File: src/rtl/gf2_reduce_pkg.sv
// Shared definitions for the GF(2)[x] modular reducer.
//   - Default widths and reduction polynomial for the reducer that sits after the 32x41
//     carry-less multiplier.
//   - num_iter(): number of REDUCE cycles needed to clear every product bit at or above M.
//   - state_t: reducer controller states.
package gf2_reduce_pkg;

  localparam int              IN_W_DEF  = 73;
  localparam int              M_DEF     = 41;
  localparam logic [M_DEF-1:0] POLY_DEF = 41'h000_0000_0009;  // x^41 + x^3 + 1, x^41 implicit
  localparam int              DIGIT_DEF = 4;

  typedef enum logic [1:0] {
    ST_IDLE   = 2'd0,
    ST_REDUCE = 2'd1,
    ST_DONE   = 2'd2
  } state_t;

  function automatic int num_iter(input int in_w, input int m, input int digit);
    return (in_w - m + digit - 1) / digit;
  endfunction

endpackage

File: src/rtl/gf2_reduce_digit.sv
// One digit of the reduction.
// Clears up to DIGIT bits of acc_in, walking from bit 'top' downwards. Each set bit k >= M is
// folded back using x^k = x^(k-M) * POLY (mod x^M + POLY). Bits below M are left alone.
// Ports:
//   acc_in   in   IN_W   partially reduced accumulator
//   top      in   TOP_W  highest bit index handled this cycle
//   acc_out  out  IN_W   accumulator after this digit
module gf2_reduce_digit
  import gf2_reduce_pkg::*;
#(
  parameter int             IN_W  = IN_W_DEF,
  parameter int             M     = M_DEF,
  parameter logic [M-1:0]   POLY  = POLY_DEF,
  parameter int             DIGIT = DIGIT_DEF,
  parameter int             TOP_W = $clog2(IN_W)
) (
  input  logic [IN_W-1:0]  acc_in,
  input  logic [TOP_W-1:0] top,
  output logic [IN_W-1:0]  acc_out
);

  localparam logic [IN_W-1:0] POLY_EXT = {{(IN_W-M){1'b0}}, POLY};
  localparam logic [IN_W-1:0] ONE      = IN_W'(1);

  logic [IN_W-1:0] acc_v;
  int              k;

  // Bits are processed MSB first so a fold landing inside the same digit is seen by the
  // following lower bits in the same cycle.
  always_comb begin
    acc_v = acc_in;
    k     = 0;
    for (int j = 0; j < DIGIT; j++) begin
      k = int'(top) - j;
      if (k >= M && ((acc_v & (ONE << k)) != '0)) begin
        acc_v = acc_v ^ (ONE << k) ^ (POLY_EXT << (k - M));
      end
    end
    acc_out = acc_v;
  end

endmodule

File: src/rtl/gf2_poly_reducer.sv
// Digit-serial reducer: in_data mod (x^M + POLY) over GF(2), one operation in flight,
// fixed latency of NUM_ITER cycles from the accepting edge to out_valid.
// Ports:
//   clk        in   1     rising-edge clock
//   rst        in   1     asynchronous reset, active low
//   in_valid   in   1     in_data valid
//   in_ready   out  1     reducer idle and able to accept
//   in_data    in   IN_W  carry-less product
//   out_valid  out  1     out_data holds a result
//   out_ready  in   1     consumer takes out_data
//   out_data   out  M     reduced field element
//   busy       out  1     reducing or holding a result
//
// state     | meaning
// ST_IDLE   | waiting for a product, in_ready high
// ST_REDUCE | clearing DIGIT bits per cycle, NUM_ITER cycles
// ST_DONE   | result presented until out_valid && out_ready
module gf2_poly_reducer
  import gf2_reduce_pkg::*;
#(
  parameter int           IN_W  = IN_W_DEF,
  parameter int           M     = M_DEF,
  parameter logic [M-1:0] POLY  = POLY_DEF,
  parameter int           DIGIT = DIGIT_DEF
) (
  input  logic            clk,
  input  logic            rst,
  input  logic            in_valid,
  output logic            in_ready,
  input  logic [IN_W-1:0] in_data,
  output logic            out_valid,
  input  logic            out_ready,
  output logic [M-1:0]    out_data,
  output logic            busy
);

  localparam int NUM_ITER = num_iter(IN_W, M, DIGIT);
  localparam int ITER_W   = $clog2(NUM_ITER + 1);
  localparam int TOP_W    = $clog2(IN_W);

  if (DIGIT < 1 || DIGIT > IN_W - M) begin : g_bad_digit
    $error("gf2_poly_reducer: DIGIT must be in 1..IN_W-M");
  end
  if (POLY[0] != 1'b1) begin : g_bad_poly
    $error("gf2_poly_reducer: POLY must have a constant term");
  end

  state_t            state_q, state_d;
  logic [IN_W-1:0]   acc_q, acc_d, acc_red;
  logic [ITER_W-1:0] iter_q, iter_d;
  logic [TOP_W-1:0]  top_idx;

  assign top_idx = TOP_W'(IN_W - 1 - int'(iter_q) * DIGIT);

  gf2_reduce_digit #(
    .IN_W  (IN_W),
    .M     (M),
    .POLY  (POLY),
    .DIGIT (DIGIT),
    .TOP_W (TOP_W)
  ) u_digit (
    .acc_in  (acc_q),
    .top     (top_idx),
    .acc_out (acc_red)
  );

  always_comb begin
    state_d = state_q;
    acc_d   = acc_q;
    iter_d  = iter_q;
    case (state_q)
      ST_IDLE: begin
        if (in_valid) begin
          acc_d   = in_data;
          iter_d  = '0;
          state_d = ST_REDUCE;
        end
      end
      ST_REDUCE: begin
        acc_d  = acc_red;
        iter_d = iter_q + ITER_W'(1);
        if (iter_q == ITER_W'(NUM_ITER - 1)) begin
          state_d = ST_DONE;
        end
      end
      ST_DONE: begin
        if (out_ready) begin
          state_d = ST_IDLE;
        end
      end
      default: state_d = ST_IDLE;
    endcase
  end

  always_ff @(posedge clk or negedge rst) begin
    if (!rst) begin
      state_q <= ST_IDLE;
      acc_q   <= '0;
      iter_q  <= '0;
    end else begin
      state_q <= state_d;
      acc_q   <= acc_d;
      iter_q  <= iter_d;
    end
  end

  // in_ready is gated by rst so it reads low for the whole reset interval.
  assign in_ready  = (state_q == ST_IDLE) && rst;
  assign out_valid = (state_q == ST_DONE);
  assign out_data  = out_valid ? acc_q[M-1:0] : '0;
  assign busy      = (state_q != ST_IDLE);

endmodule

File: config.mk
export PLATFORM = sky130hd
export DESIGN_NAME = gf2_poly_reducer
export DESIGN_NICKNAME = d
export VERILOG_FILES = /design/src/rtl/gf2_reduce_pkg.sv /design/src/rtl/gf2_reduce_digit.sv /design/src/rtl/gf2_poly_reducer.sv
export SDC_FILE = /design/constraint.sdc
export NUM_CORES = 1
export LEC_CHECK = 0
export BUFFER_PORTS_ARGS = -buffer_cell sky130_fd_sc_hd__buf_2
export CORE_MARGIN = 2
export CORE_UTILIZATION = 51
export DETAILED_ROUTE_END_ITERATION = 10
export PLACE_DENSITY = 0.75
export SYNTH_ARGS = -nofsm -noshare
export SYNTH_HDL_FRONTEND = slang
export SYNTH_SLANG_ARGS = --single-unit
File: constraint.sdc
create_clock -name clk -period 7.4 [get_ports clk]
set_clock_uncertainty 0.1 [all_clocks]
set_input_delay 1.48 -clock clk [delete_from_list [all_inputs] [get_ports clk]]
set_output_delay 1.48 -clock clk [all_outputs]
set_load 0.01 [all_outputs]
# After elaboration in Yosys (flattened, before gate mapping)
# Cells that the tools add are included.
# Widths: inputs -> output; s select.
[word_totals]
register_bits = 79
in_bits = 77
wordCells = 69
output_inout_bits = 44
[classes]
muxes = 13
shift = 8
n_reduce_logical = 14
eq_ne = 6
magnitude_cmp = 4
add_sub_neg = 9
bitwise = 12
[op_table]
columns = ["operator", "n"]
rows = [
  ["$xor 73x73->73", 8],
  ["$mux 73", 5],
  ["$and 73x73->73", 4],
  ["$reduce_bool 73->1", 4],
  ["$shl 4x32->73 const A", 4],
  ["$shl 1x32->73 const A", 3],
  ["$pmux 73 s2", 1],
  ["$ge 32x7->1 const B", 3],
  ["$sub 32x7->32 const B", 3],
  ["$shl 1x7->73 const A", 1],
  ["$mux 41", 1],
  ["$sub 7x2->8 const B", 2],
  ["$pmux 4 s2", 1],
  ["$sub 7x1->8 const B", 1],
  ["$sub 7x6->8 const B", 1],
  ["$ge 7x6->1 const B", 1],
  ["$sub 7x6->7 const A", 1],
  ["$mux 2", 3],
  ["$pmux 2 s3", 1],
  ["$logic_and 1x1->1", 5],
  ["$add 4x1->4 const B", 1],
  ["$eq 4x3->1 const B", 1],
  ["$mux 4", 1],
  ["$ne 2x2->1 const B", 2],
  ["other kinds (7)", 8],
]

# Depth between registers and ports, before layout
[depth]
word_depth = 19
ltp_mapped = 39
ltp_nobuf = 35

# Cells and area by module
# A second synthesis with hierarchy kept.
[unflattened]
cells_unflattened = 3051
hier_area_um2 = 21488.1
[modules_own_cells]
columns = ["module", "seq_area_each_um2", "area_each_um2", "instances", "cells_per_inst"]
rows = [
  ["gf2_reduce_digit", 0.0, 17291.6, 1, 2610],
  ["gf2_poly_reducer", 1976.9, 4196.5, 1, 441],
]

# Worst setup path after synthesis
# OpenSTA, ideal clock, no wires.
[synth_path]
path_type = "reg2reg"
start = "register iter_q[0]"
end = "register acc_q[64]"
setup_time_ns = 0.137
period_less_slack_ns = 7.936
setup_slack_ns = -0.536
path_buffers = 4
stages_incl_launch_ff = 37
required_time_ns = 7.163
t_arrival_ns = 7.699
cell_sequence = "dfrtp_1 > ha_1 > buf_2 > xnor2_1 > nor2_1 > and2_1 > ha_1 > nor4_1 > nand4_1 > o21ai_1 > buf_2 > nor3_2 > xor2_1 > ha_1 > or4_1 > nor3_1 > and4_2 > nor3_1 > nand2_1 > nor2_1 > xnor2_1 > ha_1 > or4_1 > or3_1 > nand2b_1 > nor3_1 > a21oi_1 > xnor2_1 > ha_1 > or4_1 > nor4_1 > a21oi_1 > buf_4 > buf_4 > a31oi_1 > xnor2_1 > a21oi_1"
[synth_via]
elab_chain_len = 19
word_cells_on_any_way = 45
classes_between = "add/sub: 8; order compare: 4; shift: 8; mux: 5; bitwise: 12; reduce/logical: 8"
[synth_rtl]
columns = ["element", "line", "rtl"]
rows = [
  ["from (decl)", "gf2_poly_reducer.sv:50", "logic [ITER_W-1:0] iter_q, iter_d;"],
  ["from (signal assigned)", "gf2_poly_reducer.sv:103", "iter_q <= iter_d;"],
  ["$sub 7x6->7 (*)", "gf2_poly_reducer.sv:53", "assign top_idx = TOP_W'(IN_W - 1 - int'(iter_q) * DIGIT);"],
  ["branches (longest 16 deep; another with $sub 32x7->32)", "--", ""],
  ["$mux 73 (*)", "gf2_reduce_digit.sv:35", "if (k >= M && ((acc_v & (ONE << k)) != '0)) begin"],
  ["$pmux 73 s2 (*)", "gf2_poly_reducer.sv:71", "case (state_q)"],
  ["to (signal assigned)", "gf2_poly_reducer.sv:98", "acc_q <= '0;"],
  ["to (signal assigned)", "gf2_poly_reducer.sv:102", "acc_q <= acc_d;"],
  ["to (decl)", "gf2_poly_reducer.sv:49", "logic [IN_W-1:0] acc_q, acc_d, acc_red;"],
]
# Every way passes the cells marked *.
# A chain may end at the register's enable or synchronous reset.

# Worst setup path after layout
[layout_path]
start = "register iter_q[0]"
end = "register acc_q[35]"
# The elaborated chain is that of the path after synthesis.

==> run_results.csv <==
group,metric,value,unit
outcome,run_status,"finished, violations left",
outcome,violations,"setup timing",
layout,regArea,0.001979,mm^2
synthesis,ys_seq_area_share,22.43,%
timing,max_freq,0.1197,GHz
synthesis,synth-compound-area-share,16.12,%
clock_tree,clock_path_buffers,2,
synthesis,post-synth-top-area-fraction,22.43,%
hold_path,hold_path_class,"reg -> reg",
layout,area_growth_syn_to_layout,45.61,%
global_route,grt_max_degree,68,
worst_setup_path,required,7.50,ns
synthesis,ys_seq_elements,79,
worst_setup_path,critPathCaptureType,"flop",
synthesis,yosys.area_share.simple,25.49,%
synthesis,synth-main-ff-cell,"dfrtp_1",
layout,multiInputGateArea,0.007380,mm^2
worst_setup_path,crit_arrival,8.45,ns
layout,nets,1574,
timing,slew_violations,0,
layout,post-route-cell-area,0.01283,mm^2
timing,whs,0.4600,ns
synthesis,syn_avg_cell_area,8.177,um^2
detailed_routing,vias,10440,
floorplan,num_rows,48,
place,port_buffers,120,
detailed_routing,drtIter0Drc,1490,
clock_tree,numCtsBuffers,9,
global_route,antenna_found_initial,0,
global_route,grt_pass1_vias,9799,
synthesis,synth.area.top_cells,"dfrtp_1, ha_1, xnor2_1",
detailed_routing,drt_wl_total,38500,um
clock_tree,clkTransAtPathRegs,0.06,ns
place,post-dp-hpwl,25420,um
synthesis,synth_adder_area_share,11.92,%
layout,layout_common_cells,"buf_4, nand2_1, buf_2",
worst_setup_path,cpMaxStageDelayCell,"or4_4",
worst_setup_path,worstSetupStartpointType,"flop",
worst_setup_path,r2r_slack,-0.95,ns
worst_setup_path,slowest_delay,0.57,ns
floorplan,core_area,0.01712,mm^2
floorplan,die_h,135.5,um
synthesis,async_reset_ff_share,100.0,%
clock_tree,clockRootBuffer,"clkbuf_16",
clock_tree,cts.sinks,79,
floorplan,die-area,0.01835,mm^2
layout,antenna_cells,0,
timing,min_period,8.351,ns
synthesis,syn_area,0.008815,mm^2
global_route,grt_use_total,39.35,%
timing,relSlewSlack,18.86,%
timing,hold_violations,0,
layout,n_fill_cell,1155,
worst_setup_path,path_class,"reg -> reg",
detailed_routing,ant_nets,0,
timing,worstMarginPinSlew,1.213,ns
detailed_routing,dr.pass1.iters,5,
timing,grt_setup_unrepaired,"true",
detailed_routing,routedWlPerCell,23.46,um
worst_setup_path,worst-path-max-fanout,7,
layout,layout-drive-gt1-share,42.58,%
synthesis,yosysWarnings,0,
global_route,grt-ovfl-total,0,
global_route,grt_pass1_wl,54880,um
timing,setup_violations,55,
synthesis,syn-num-nets,1239,
synthesis,synth.mux.area_fraction,5.124,%
clock_tree,clk-insertion-delay-late,0.36,ns
floorplan,die_width,135.5,um
layout,mostFrequentLayoutCell,"buf_4",
floorplan,num_io_pins,121,
synthesis,synth_top_family_by_area,"simple AND/OR/NAND/NOR gates",
synthesis,yosys.area.top_type,"dfrtp_1",
synthesis,postSynthCellCount,1078,
clock_tree,cts_max_level,3,
detailed_routing,vias_per_cell,6.364,
place,place_congestion,1.061,
run,max_cap_viol_count,0,
synthesis,synth-edff-count,0,
synthesis,synth_xor_area_share,12.75,%
place,placed_area,0.01088,mm^2
floorplan,start_util,51.50,%
detailed_routing,drc_errors,0,
synthesis,synthDistinctLibCells,76,
timing,finalWorstSetupSlack,-0.9514,ns
layout,finish.utilization,74.99,%
timing,fin_crit_sh,112.9,%
clock_tree,cts_tree,"built",
==> state kept, by name (all words and copies together), names as in the netlist <==
register	flops
iter_q	4
acc_q	73
state_q	2
==> per-stage QoR <==
step	cells	setup slack, ns	TNS [ns]
global route	1641	-1.083	-54.65
floorplan	1078	0.03877	0
finish	1641	-0.9514	-46.49
CTS	1627	-0.3565	-14.95
global placement	1550	-0.7830	-35.23
detailed placement	1550	-0.9507	-43.02
==> cells in the mapped netlist, types with 5 or more instances <==
library cell and count:
a21oi_1 47, a22oi_1 27, a31oi_1 23, a32oi_1 10, and2_1 64, and3_1 25
buf_2 7, buf_6 7, clkbuf_1 42, clkbuf_8 12, dfrtp_1 79, ha_1 84
inv_1 15, mux2i_1 44, nand2_1 143, nand3_1 41, nand4_1 5, nor2_1 50
nor3_1 37, nor4_1 25, o211ai_1 8, o21a_1 17, o21ai_0 45, o21ai_1 6
o22ai_1 5, or2_2 5, or3_1 8, or4_1 6, xnor2_1 93, xor2_1 25
==> final cells by class <==
| type | instances | share of cell area (%) |
|---|---|---|
| Sequential cell | 79 | 15.42 |
| Clock buffer | 10 | 1.862 |
| Timing Repair Buffer | 398 | 22.13 |
| Multi-Input combinational cell | 907 | 57.50 |
| Inverter | 18 | 0.5264 |
| Clock inverter | 4 | 0.3704 |
| Tap cell | 225 | 2.193 |
==> routing by layer <==
metal	wire, um	part of all wire [%]	up-vias	GRT usage (%)
met1	14620	38	4825	50.66
met3	4311	11	241	8.941
li1	-	-	4517	-
met2	17010	44	859	62.66
met4	2515	6.5	2	18.81
met5	35	0.091	-	0
==> cells by family after synthesis <==
group / count (synthesis)
and+or+nand+nor: 439
AOI/OAI and AO/OA: 216
xor gates and xnor gates: 123
buffers and inverters: 92
adders and majority gates: 84
DFF: 79
muxes: 45
==> final timing paths <==
check	from	to	cells after the start
hold / removal	acc_q[72]	acc_q[72]	2
setup reg to reg	iter_q[0]	acc_q[35]	36
max in group asynchronous	rst	acc_q[22]	2
setup / recovery	iter_q[0]	acc_q[35]	36
hold reg to reg	acc_q[72]	acc_q[72]	2
min in group asynchronous	rst	state_q[1]	1
==> what timing repair did <==
item / 4_1_cts / 5_1_grt
setup buffers: 60 / 18
gates cloned: 4 / 0
setup endpoints to repair: 55 / 55
pin swaps: 40 / 32
hold buffers: 0 / 0
resized for setup: 140 / 79
==> critical path, delay by kind of cell, from the launching register on <==
kind / cells / cell delay [ns]
and+or+nand+nor: 18 / 4.50
AOI/OAI and AO/OA: 6 / 1.01
adders and majority gates: 4 / 0.79
xor gates and xnor gates: 5 / 0.73
buffers and inverters: 3 / 0.60
DFF: 1 / 0.44
Power is left out: the tool's default activity adds up to more than one toggle a clock period on the data nets, which glitch-free logic cannot reach.
